===== src/rtl/ip_top_level.sv =====
// ip_top_level: multi-stock bid-side limit order book with add/cancel requests.
// Each request runs IDLE -> EXEC (search and decide) -> COMMIT (write book).
module ip_top_level #(
  parameter int NUM_STOCKS = 4,
  parameter int STOCK_W    = 2,
  parameter int DEPTH      = 8,
  parameter int PRICE_W    = 16,
  parameter int ORDER_W    = 16,
  parameter int QTY_W      = 16
) (
  input  logic                               clk_100mhz,
  input  logic [15:0]                        sw,
  input  logic [STOCK_W-1:0]                 stock_to_add,
  input  logic [PRICE_W+ORDER_W+QTY_W-1:0]   entry,
  input  logic                               start,
  input  logic [2:0]                         request,
  input  logic [ORDER_W-1:0]                 order_id,
  input  logic                               delete,
  input  logic [QTY_W-1:0]                   quantity,
  output logic                               book_busy,
  output logic                               done,
  output logic                               error,
  output logic [PRICE_W+ORDER_W+QTY_W-1:0]   top_entry,
  output logic                               top_valid
);

  localparam int CNT_W = $clog2(DEPTH + 1);
  localparam logic [CNT_W-1:0] FULL = CNT_W'(DEPTH);
  localparam logic [2:0] ADD_ORDER    = 3'd1;
  localparam logic [2:0] CANCEL_ORDER = 3'd2;

  typedef struct packed {
    logic [PRICE_W-1:0] price;
    logic [ORDER_W-1:0] order_id;
    logic [QTY_W-1:0]   quantity;
  } book_entry_t;

  typedef enum logic [1:0] {IDLE, EXEC, COMMIT} state_t;
  typedef enum logic [1:0] {OP_NONE, OP_INSERT, OP_REMOVE, OP_UPDATE} op_t;

  state_t           state;
  book_entry_t      book  [NUM_STOCKS][DEPTH];
  logic [CNT_W-1:0] count [NUM_STOCKS];

  logic [STOCK_W-1:0] req_stock;
  book_entry_t        req_entry;
  logic [2:0]         req_code;
  logic [ORDER_W-1:0] req_id;
  logic               req_delete;
  logic [QTY_W-1:0]   req_qty;

  op_t              dec_op;
  logic [CNT_W-1:0] dec_pos;
  logic [QTY_W-1:0] dec_qty;
  logic             dec_err;

  logic [CNT_W-1:0]   cur_cnt;
  logic [CNT_W-1:0]   ins_pos;
  logic [CNT_W-1:0]   found_pos;
  logic [CNT_W-1:0]   new_cnt;
  logic               found;
  logic [ORDER_W-1:0] search_id;
  logic [QTY_W-1:0]   found_qty;
  book_entry_t        new_row [DEPTH];
  logic [STOCK_W-1:0] sel;
  logic               unused_sw;

  assign sel       = sw[STOCK_W:1];
  assign unused_sw = ^{sw[14:STOCK_W+1], sw[0]};
  assign cur_cnt   = count[req_stock];

  // Since the book is sorted, counting prices >= new price gives the slot
  // after all equal-priced entries, which preserves time priority.
  always_comb begin
    found     = 1'b0;
    found_pos = '0;
    found_qty = '0;
    ins_pos   = '0;
    search_id = (req_code == ADD_ORDER) ? req_entry.order_id : req_id;
    for (int unsigned i = 0; i < DEPTH; i++) begin
      if (CNT_W'(i) < cur_cnt) begin
        if (book[req_stock][i].price >= req_entry.price)
          ins_pos = ins_pos + CNT_W'(1);
        if (!found && (book[req_stock][i].order_id == search_id)) begin
          found     = 1'b1;
          found_pos = CNT_W'(i);
          found_qty = book[req_stock][i].quantity;
        end
      end
    end
  end

  // Free slots are kept zero, so shifting past count needs no masking.
  always_comb begin
    new_cnt = cur_cnt;
    for (int unsigned i = 0; i < DEPTH; i++)
      new_row[i] = book[req_stock][i];
    case (dec_op)
      OP_INSERT: begin
        if (dec_pos == '0)
          new_row[0] = req_entry;
        for (int unsigned i = 1; i < DEPTH; i++) begin
          if (CNT_W'(i) == dec_pos)
            new_row[i] = req_entry;
          else if (CNT_W'(i) > dec_pos)
            new_row[i] = book[req_stock][i-1];
        end
        new_cnt = (cur_cnt == FULL) ? FULL : cur_cnt + CNT_W'(1);
      end
      OP_REMOVE: begin
        for (int unsigned i = 0; i + 1 < DEPTH; i++) begin
          if (CNT_W'(i) >= dec_pos)
            new_row[i] = book[req_stock][i+1];
        end
        new_row[DEPTH-1] = '0;
        new_cnt = cur_cnt - CNT_W'(1);
      end
      OP_UPDATE: begin
        for (int unsigned i = 0; i < DEPTH; i++) begin
          if (CNT_W'(i) == dec_pos)
            new_row[i].quantity = dec_qty;
        end
      end
      default: ;
    endcase
  end

  always_ff @(posedge clk_100mhz) begin
    if (!sw[15]) begin
      state      <= IDLE;
      book_busy  <= 1'b0;
      done       <= 1'b0;
      error      <= 1'b0;
      top_entry  <= '0;
      top_valid  <= 1'b0;
      req_stock  <= '0;
      req_entry  <= '0;
      req_code   <= '0;
      req_id     <= '0;
      req_delete <= 1'b0;
      req_qty    <= '0;
      dec_op     <= OP_NONE;
      dec_pos    <= '0;
      dec_qty    <= '0;
      dec_err    <= 1'b0;
      for (int unsigned s = 0; s < NUM_STOCKS; s++) begin
        count[s] <= '0;
        for (int unsigned i = 0; i < DEPTH; i++)
          book[s][i] <= '0;
      end
    end else begin
      book_busy <= (state != IDLE);
      done      <= 1'b0;
      error     <= 1'b0;
      top_valid <= (count[sel] != '0);
      top_entry <= (count[sel] != '0) ? book[sel][0] : '0;
      case (state)
        IDLE: begin
          if (start) begin
            req_stock  <= stock_to_add;
            req_entry  <= entry;
            req_code   <= request;
            req_id     <= order_id;
            req_delete <= delete;
            req_qty    <= quantity;
            state      <= EXEC;
          end
        end
        EXEC: begin
          dec_op  <= OP_NONE;
          dec_pos <= '0;
          dec_qty <= '0;
          dec_err <= 1'b0;
          case (req_code)
            ADD_ORDER: begin
              if (found || ((cur_cnt == FULL) && (ins_pos == FULL))) begin
                dec_err <= 1'b1;
              end else begin
                dec_op  <= OP_INSERT;
                dec_pos <= ins_pos;
              end
            end
            CANCEL_ORDER: begin
              if (!found) begin
                dec_err <= 1'b1;
              end else if (req_delete || (req_qty >= found_qty)) begin
                dec_op  <= OP_REMOVE;
                dec_pos <= found_pos;
              end else begin
                dec_op  <= OP_UPDATE;
                dec_pos <= found_pos;
                dec_qty <= found_qty - req_qty;
              end
            end
            default: dec_err <= 1'b1;
          endcase
          state <= COMMIT;
        end
        COMMIT: begin
          for (int unsigned i = 0; i < DEPTH; i++)
            book[req_stock][i] <= new_row[i];
          count[req_stock] <= new_cnt;
          done  <= 1'b1;
          error <= dec_err;
          state <= IDLE;
        end
        default: state <= IDLE;
      endcase
    end
  end

endmodule


===== config.mk =====
export PLATFORM = sky130hd
export DESIGN_NAME = ip_top_level
export DESIGN_NICKNAME = d
export VERILOG_FILES = /design/src/rtl/ip_top_level.sv
export SDC_FILE = /design/constraint.sdc
export NUM_CORES = 2
export LEC_CHECK = 0
export CAP_MARGIN = 20
export CORE_MARGIN = 1
export CORE_UTILIZATION = 50
export DETAILED_ROUTE_END_ITERATION = 8
export GPL_TIMING_DRIVEN = 1
export PLACE_DENSITY = 0.66
export SLEW_MARGIN = 5
export SYNTH_ARGS = -nofsm -noshare
export SYNTH_HDL_FRONTEND = slang
export SYNTH_SLANG_ARGS = --single-unit

===== constraint.sdc =====
create_clock -name clk_100mhz -period 24.4 [get_ports clk_100mhz]
set_input_delay 2.44 -clock clk_100mhz [delete_from_list [all_inputs] [get_ports clk_100mhz]]
set_output_delay 2.44 -clock clk_100mhz [all_outputs]
set_load 0.01 [all_outputs]

# Word level (Yosys, flattened, before mapping)
# Memory sizes are Yosys's and may differ from the RTL's. A register that Yosys moved wholly into a read port is not among the register bits.
# Index checks and enable logic that the tools add are counted.
[classes]
n_addsub = 10
magnitude_cmp = 31
eq_ne = 25
muxes = 140
reduce_logical = 27
[op_table]
columns = ["op", "count"]
rows = [
  ["$mux W48", 22],
  ["$pmux W32 S2", 8],
  ["$mux W16", 28],
  ["$mux W384", 1],
  ["$pmux W16 S3", 8],
  ["$reduce_or A384 Y1", 1],
  ["$ge A16 B16 Y1", 9],
  ["$eq A16 B16 Y1", 8],
  ["$mux W4", 31],
  ["$add A4 B1 Y4 const B", 8],
  ["$mux W1", 29],
  ["$eq A3 B4 Y1 const A", 4],
  ["$gt A3 B4 Y1 const A", 4],
  ["$lt A3 B4 Y1 const A", 4],
  ["$mux W2", 8],
  ["$pmux W4 S2", 2],
  ["$sub A16 B16 Y16", 1],
  ["$ge A3 B4 Y1 const A", 3],
  ["$eq A2 B4 Y1 const A", 2],
  ["$eq A4 B4 Y1 const B", 2],
  ["$ge A1 B4 Y1 const A", 2],
  ["$ge A2 B4 Y1 const A", 2],
  ["$gt A2 B4 Y1 const A", 2],
  ["$logic_and A1 B1 Y1", 8],
  ["20 further kinds", 36],
]
[totals]
ff_bits = 115
ram_bits = 1552
inputBits = 104
out_inout_bits = 52
mem_count = 2
[mem_list]
columns = ["name", "words", "width", "read_ports", "rd_clocked_by_memory_dff", "wr", "line_no", "source"]
rows = [
  ["book", 4, 384, 2, 2, 4, "42", "book_entry_t book [NUM_STOCKS][DEPTH];"],
  ["count", 4, 4, 2, 1, 4, "43", "logic [CNT_W-1:0] count [NUM_STOCKS];"],
]

# Depth between registers and ports, before layout
[logic_depth]
word_depth = 38
ltp_mapped = 48
ltp_nobuf = 38

# Least setup slack after synthesis
# OpenSTA, ideal clock, no wires.
[synth_timing]
path_kind = "input port to flip-flop"
startpoint = "in sw[15]"
endpoint = "mem book[0][0] (netlist bit) (enable)"
setup_ps = 2791
arrival_time_ps = 9902
required_ps = 21609
path_slack_ps = 11707
cell_stages = 7
path_buffers = 4
path_cell_list = "nand3b_1 -> or3_1 -> clkbuf_1 -> clkbuf_1 -> clkbuf_1 -> clkbuf_1 -> nand2_1"
[synth_lines]
columns = ["item", "line_no", "source"]
rows = [
  ["start, declared", "12", "input logic [15:0] sw,"],
  ["end, declared", "42", ""],
]

==> qor.tcl <==
set qor(synth-edff-count) 1552
set qor(clock_sink_count) 1717
set qor(route.detailed.vias_per_inst) 6.710
set qor(critical-path-top-cell-by-count) {sky130_fd_sc_hd__buf_4}
set qor(clk-insertion-delay-late_ps) 850
set qor(min-delay-start) {req_qty[15]}
set qor(timing_worst_slew_pin_value_ps) 1262
set qor(reg2regPathDepth) 32
set qor(clock_tree.htree_level_count) 4
set qor(max_fanout_on_critical_path) 40
set qor(clock-skew-final_ps) 40.44
set qor(pin_count_of_the_biggest_net_entering_global_routing) 166
set qor(timing.final.crit_share_pct) 45.18
set qor(grt_pass1_wl_um) 422100
set qor(first_iter_violations) 9588
set qor(cell_area_synth_mm2) 0.08735
set qor(power.share.sequential_pct) 47.9
set qor(vdd.ir_drop.worst_uv) 55.43
set qor(finalSetupTns_ps) 0
set qor(worst-r2r-setup-slack_ps) 13380
set qor(initial_antenna_violation_count) 9
set qor(via_count) 64690
set qor(cell_with_the_biggest_individual_delay_on_the_critical_path) {sky130_fd_sc_hd__buf_4}
set qor(start_util_pct) 50.31
set qor(place_hpwl_um) 175000
set qor(criticalPathCategory) {flip-flop to flip-flop}
set qor(gp_weighted_congestion) 0.9309
set qor(power.density_mw_per_mm2) 72.57
set qor(clk_path_buf_depth) 3
set qor(status) {complete, but fails checks}
set qor(synth.cells.most_frequent) {sky130_fd_sc_hd__nor2_1 (1,772), sky130_fd_sc_hd__edfxtp_1 (1,552), sky130_fd_sc_hd__nand2_1 (564)}
set qor(post_layout_nonfiller_instances) 9641
set qor(hold_path.class) {flip-flop to flip-flop}
set qor(setup_repair_after_global_routing_missed_its_margin) {no}
set qor(power.switching_mw) 1.780
set qor(cts_repair_resize_count) 0
set qor(syn-mean-instance-area_um2) 12.00
set qor(post_synth_num_cell_types) 83
set qor(core_region_area_mm2) 0.1736
set qor(timing.hold.worst_endpoint) {req_qty[15]}
set qor(fmax_mhz) 90.71
set qor(die_boundary_height_um) 420.0
set qor(route.detailed.drc) 7
set qor(cts.reportedPaths.clkPinSlew_ps) 60
set qor(cts_inserted_buffers) 179
set qor(wirelength_um) 289400
set qor(timing.critical_path.to_type) {flip-flop}
set qor(fin_worst_hold_slack_ps) 471.5
set qor(grt_util_all_layers_pct) 32.69
set qor(dieWidth_um) 420.0
set qor(async_reset_ff_share_pct) 0
set qor(ys_seq_area_share_pct) 57.14
set qor(power.clock.fraction_pct) 40.0
set qor(violations) {DRC}
set qor(period_needed_ps) 11020
set qor(yosys_warnings) 0
set qor(multi_input_area_mm2) 0.03506
set qor(place_ws_ps) 13620
set qor(worstSetupStartpointType) {flip-flop}
set qor(critical_path.max_stage_delay_ps) 880
set qor(top_level_ports) 156
set qor(drv_slew) 0
set qor(cell_internal_pwr_mw) 5.250
set qor(area_growth_syn_to_layout_pct) 10.90
set qor(count_of_maximum_capacitance_violations) 0
set qor(post_route_cells_drive_above_1_share_pct) 13.94
set qor(place_inst) 9304
set qor(netlist_instances) 7280
set qor(grt-ovfl-total) 0
set qor(capture_point_of_the_worst_reg_to_reg_path) {dec_op[0]}
set qor(num-nets-final) 7427
set qor(final-hold-violation-count) 0
set qor(timing.critical_path.arrival_ps) 11810
set qor(switching_share_pct) 25.31
set qor(synth.area.top_cells) {sky130_fd_sc_hd__edfxtp_1 (53%), sky130_fd_sc_hd__mux4_2 (11%), sky130_fd_sc_hd__nor2_1 (7.6%), sky130_fd_sc_hd__dfxtp_1 (3.8%), sky130_fd_sc_hd__nand2_1 (2.4%)}
set qor(drt_pass1_iterations) 9
set qor(power.share.combinational_pct) 12.1
set qor(synth.top_cell.area_share_pct) 53.36
set qor(synthesis.nets) 7544
set qor(yosys_most_used_dff) {sky130_fd_sc_hd__edfxtp_1}
set qor(synth_largest_area_cell) {sky130_fd_sc_hd__edfxtp_1}
set qor(p_leak_nw) 32.29
set qor(post-cts-setup-buffers) 0
set qor(cts_tree) {yes}
set qor(buffer_type_at_the_clock_tree_root) {sky130_fd_sc_hd__clkbuf_16}
set qor(floorplan.rows) 153
set qor(timing.max_slew.rel_slack_pct) 15.86
set qor(grt_pass1_vias) 63340
set qor(worst_ep_required_time_ps) 25180
set qor(synth_most_common_cell) {sky130_fd_sc_hd__nor2_1}
set qor(nFillCells) 14480
set qor(routedWlPerCell_um) 30.01
set qor(io_buffer_count) 142
set qor(ant_nets) 0
set qor(storage_element_area_mm2) 0.04992
set qor(min_delay_path_depth) 2
set qor(total_die_area_mm2) 0.1764
set qor(cts.hold.buffers_added) 0
set qor(setup_slack_ps) 13380
set qor(setup_viol) 0
set qor(synth_seq_cells) 1717
-- power groups by stage --
stage / registers, mW / clock network [mW] / logic [mW]
6_report: 3.37 / 2.81 / 0.853
3_3_place_gp: 3.42 / 0 / 0.826
4_1_cts: 3.37 / 2.83 / 0.839
3_5_place_dp: 3.43 / 0 / 0.835
5_1_grt: 3.38 / 2.94 / 0.911
2_1_floorplan: 3.46 / 0 / 0.569
-- logic make-up (layout without fill, tap and decap cells) --
logic type	Yosys count	count (layout)	synth area share [%]
AO/OA/AOI/OAI	1383	1383	10.82
XOR/XNOR	157	157	1.591
adder cells (fa/ha/maj)	160	160	2.301
buffers and inverters	655	686	3.060
flip-flops	1717	1717	57.14
multiplexers	524	524	12.59
other	0	5	0
AND/OR/NAND/NOR	2684	2684	12.50
-- critical path, delay by kind of cell, from the launching register on --
family                   cells  cell delay (ps)
AO/OA/AOI/OAI               11             2250
XOR/XNOR                     1              220
adder cells (fa/ha/maj)      2              660
buffers and inverters        5             3320
flip-flops                   1              720
multiplexers                 1              680
AND/OR/NAND/NOR             12             2930
-- worst max-delay path by stage --
stage	end	depth (start not counted)	slack [ps]	startpoint
3_3_place_gp	dec_op[0]	33	13700	flip-flop
2_1_floorplan	book[0][0]	7	11710	sw[15]
6_report	dec_op[0]	32	13380	flip-flop
4_1_cts	dec_op[0]	33	13570	flip-flop
5_1_grt	dec_op[0]	32	12920	flip-flop
3_5_place_dp	dec_op[0]	33	13620	flip-flop
-- routing by layer --
metal	global-route usage [%]	up-vias	share of wire (%)
met3	7.086	886	12
met2	50.52	4600	46
met5	0	-	0.012
met4	18.58	6	6.3
li1	-	27080	-
met1	42.78	32120	36
-- cell type report --
type | instances | area share, %
antenna | 5 | 0.01292
clock buffer | 238 | 5.224
clock inverter | 91 | 0.9662
inverter | 66 | 0.2558
multi-input combinational | 4908 | 36.19
sequential | 1717 | 51.53
tap | 2325 | 3.003
timing repair buffer | 291 | 2.812
-- placed cells by master, fill, tap and decap left out, drive strengths merged, types with 16 or more instances in the layout --
cell type and count:
a21o 26, xnor2 121, nand3 68, inv 72, nor2b 102, a22o 92
xor2 36, clkbuf 238, o221ai 107, o21ai 312, a222oi 111, o2111ai 16
nand2 564, mux4 437, nand2b 16, clkdlybuf4s50 139, buf 152, nor4 36
a22oi 139, nor3 25, edfxtp 1552, a211oi 38, o22ai 44, and2 31
ha 159, nand4 21, mux2i 21, a32o 19, nor2 1774, clkinv 63
a21boi 88, dfxtp 165, a31oi 40, a21oi 294, bufinv 16, mux2 66
-- metrics by stage --
stage          util, %  power [mW]  cell area, um2
3_3_place_gp     52.29       4.245           90790
5_1_grt          55.78       7.225           96860
4_1_cts          55.74       7.035           96790
2_1_floorplan        -       4.025           87350
6_report         55.79       7.030           96870
3_5_place_dp     52.29       4.262           90790
-- sequential cells by signal (all words and copies together), names as in the netlist, named ones only --
signal / flops
dec_err: 1
top_valid: 1
count: 16
req_code: 3
error: 1
req_stock: 2
done: 1
book: 1536
dec_qty: 16
req_qty: 16
state: 2
req_entry: 48
book_busy: 1
req_delete: 1
top_entry: 48
dec_op: 2
req_id: 16
dec_pos: 4
(Power assumes the default switching activity.)
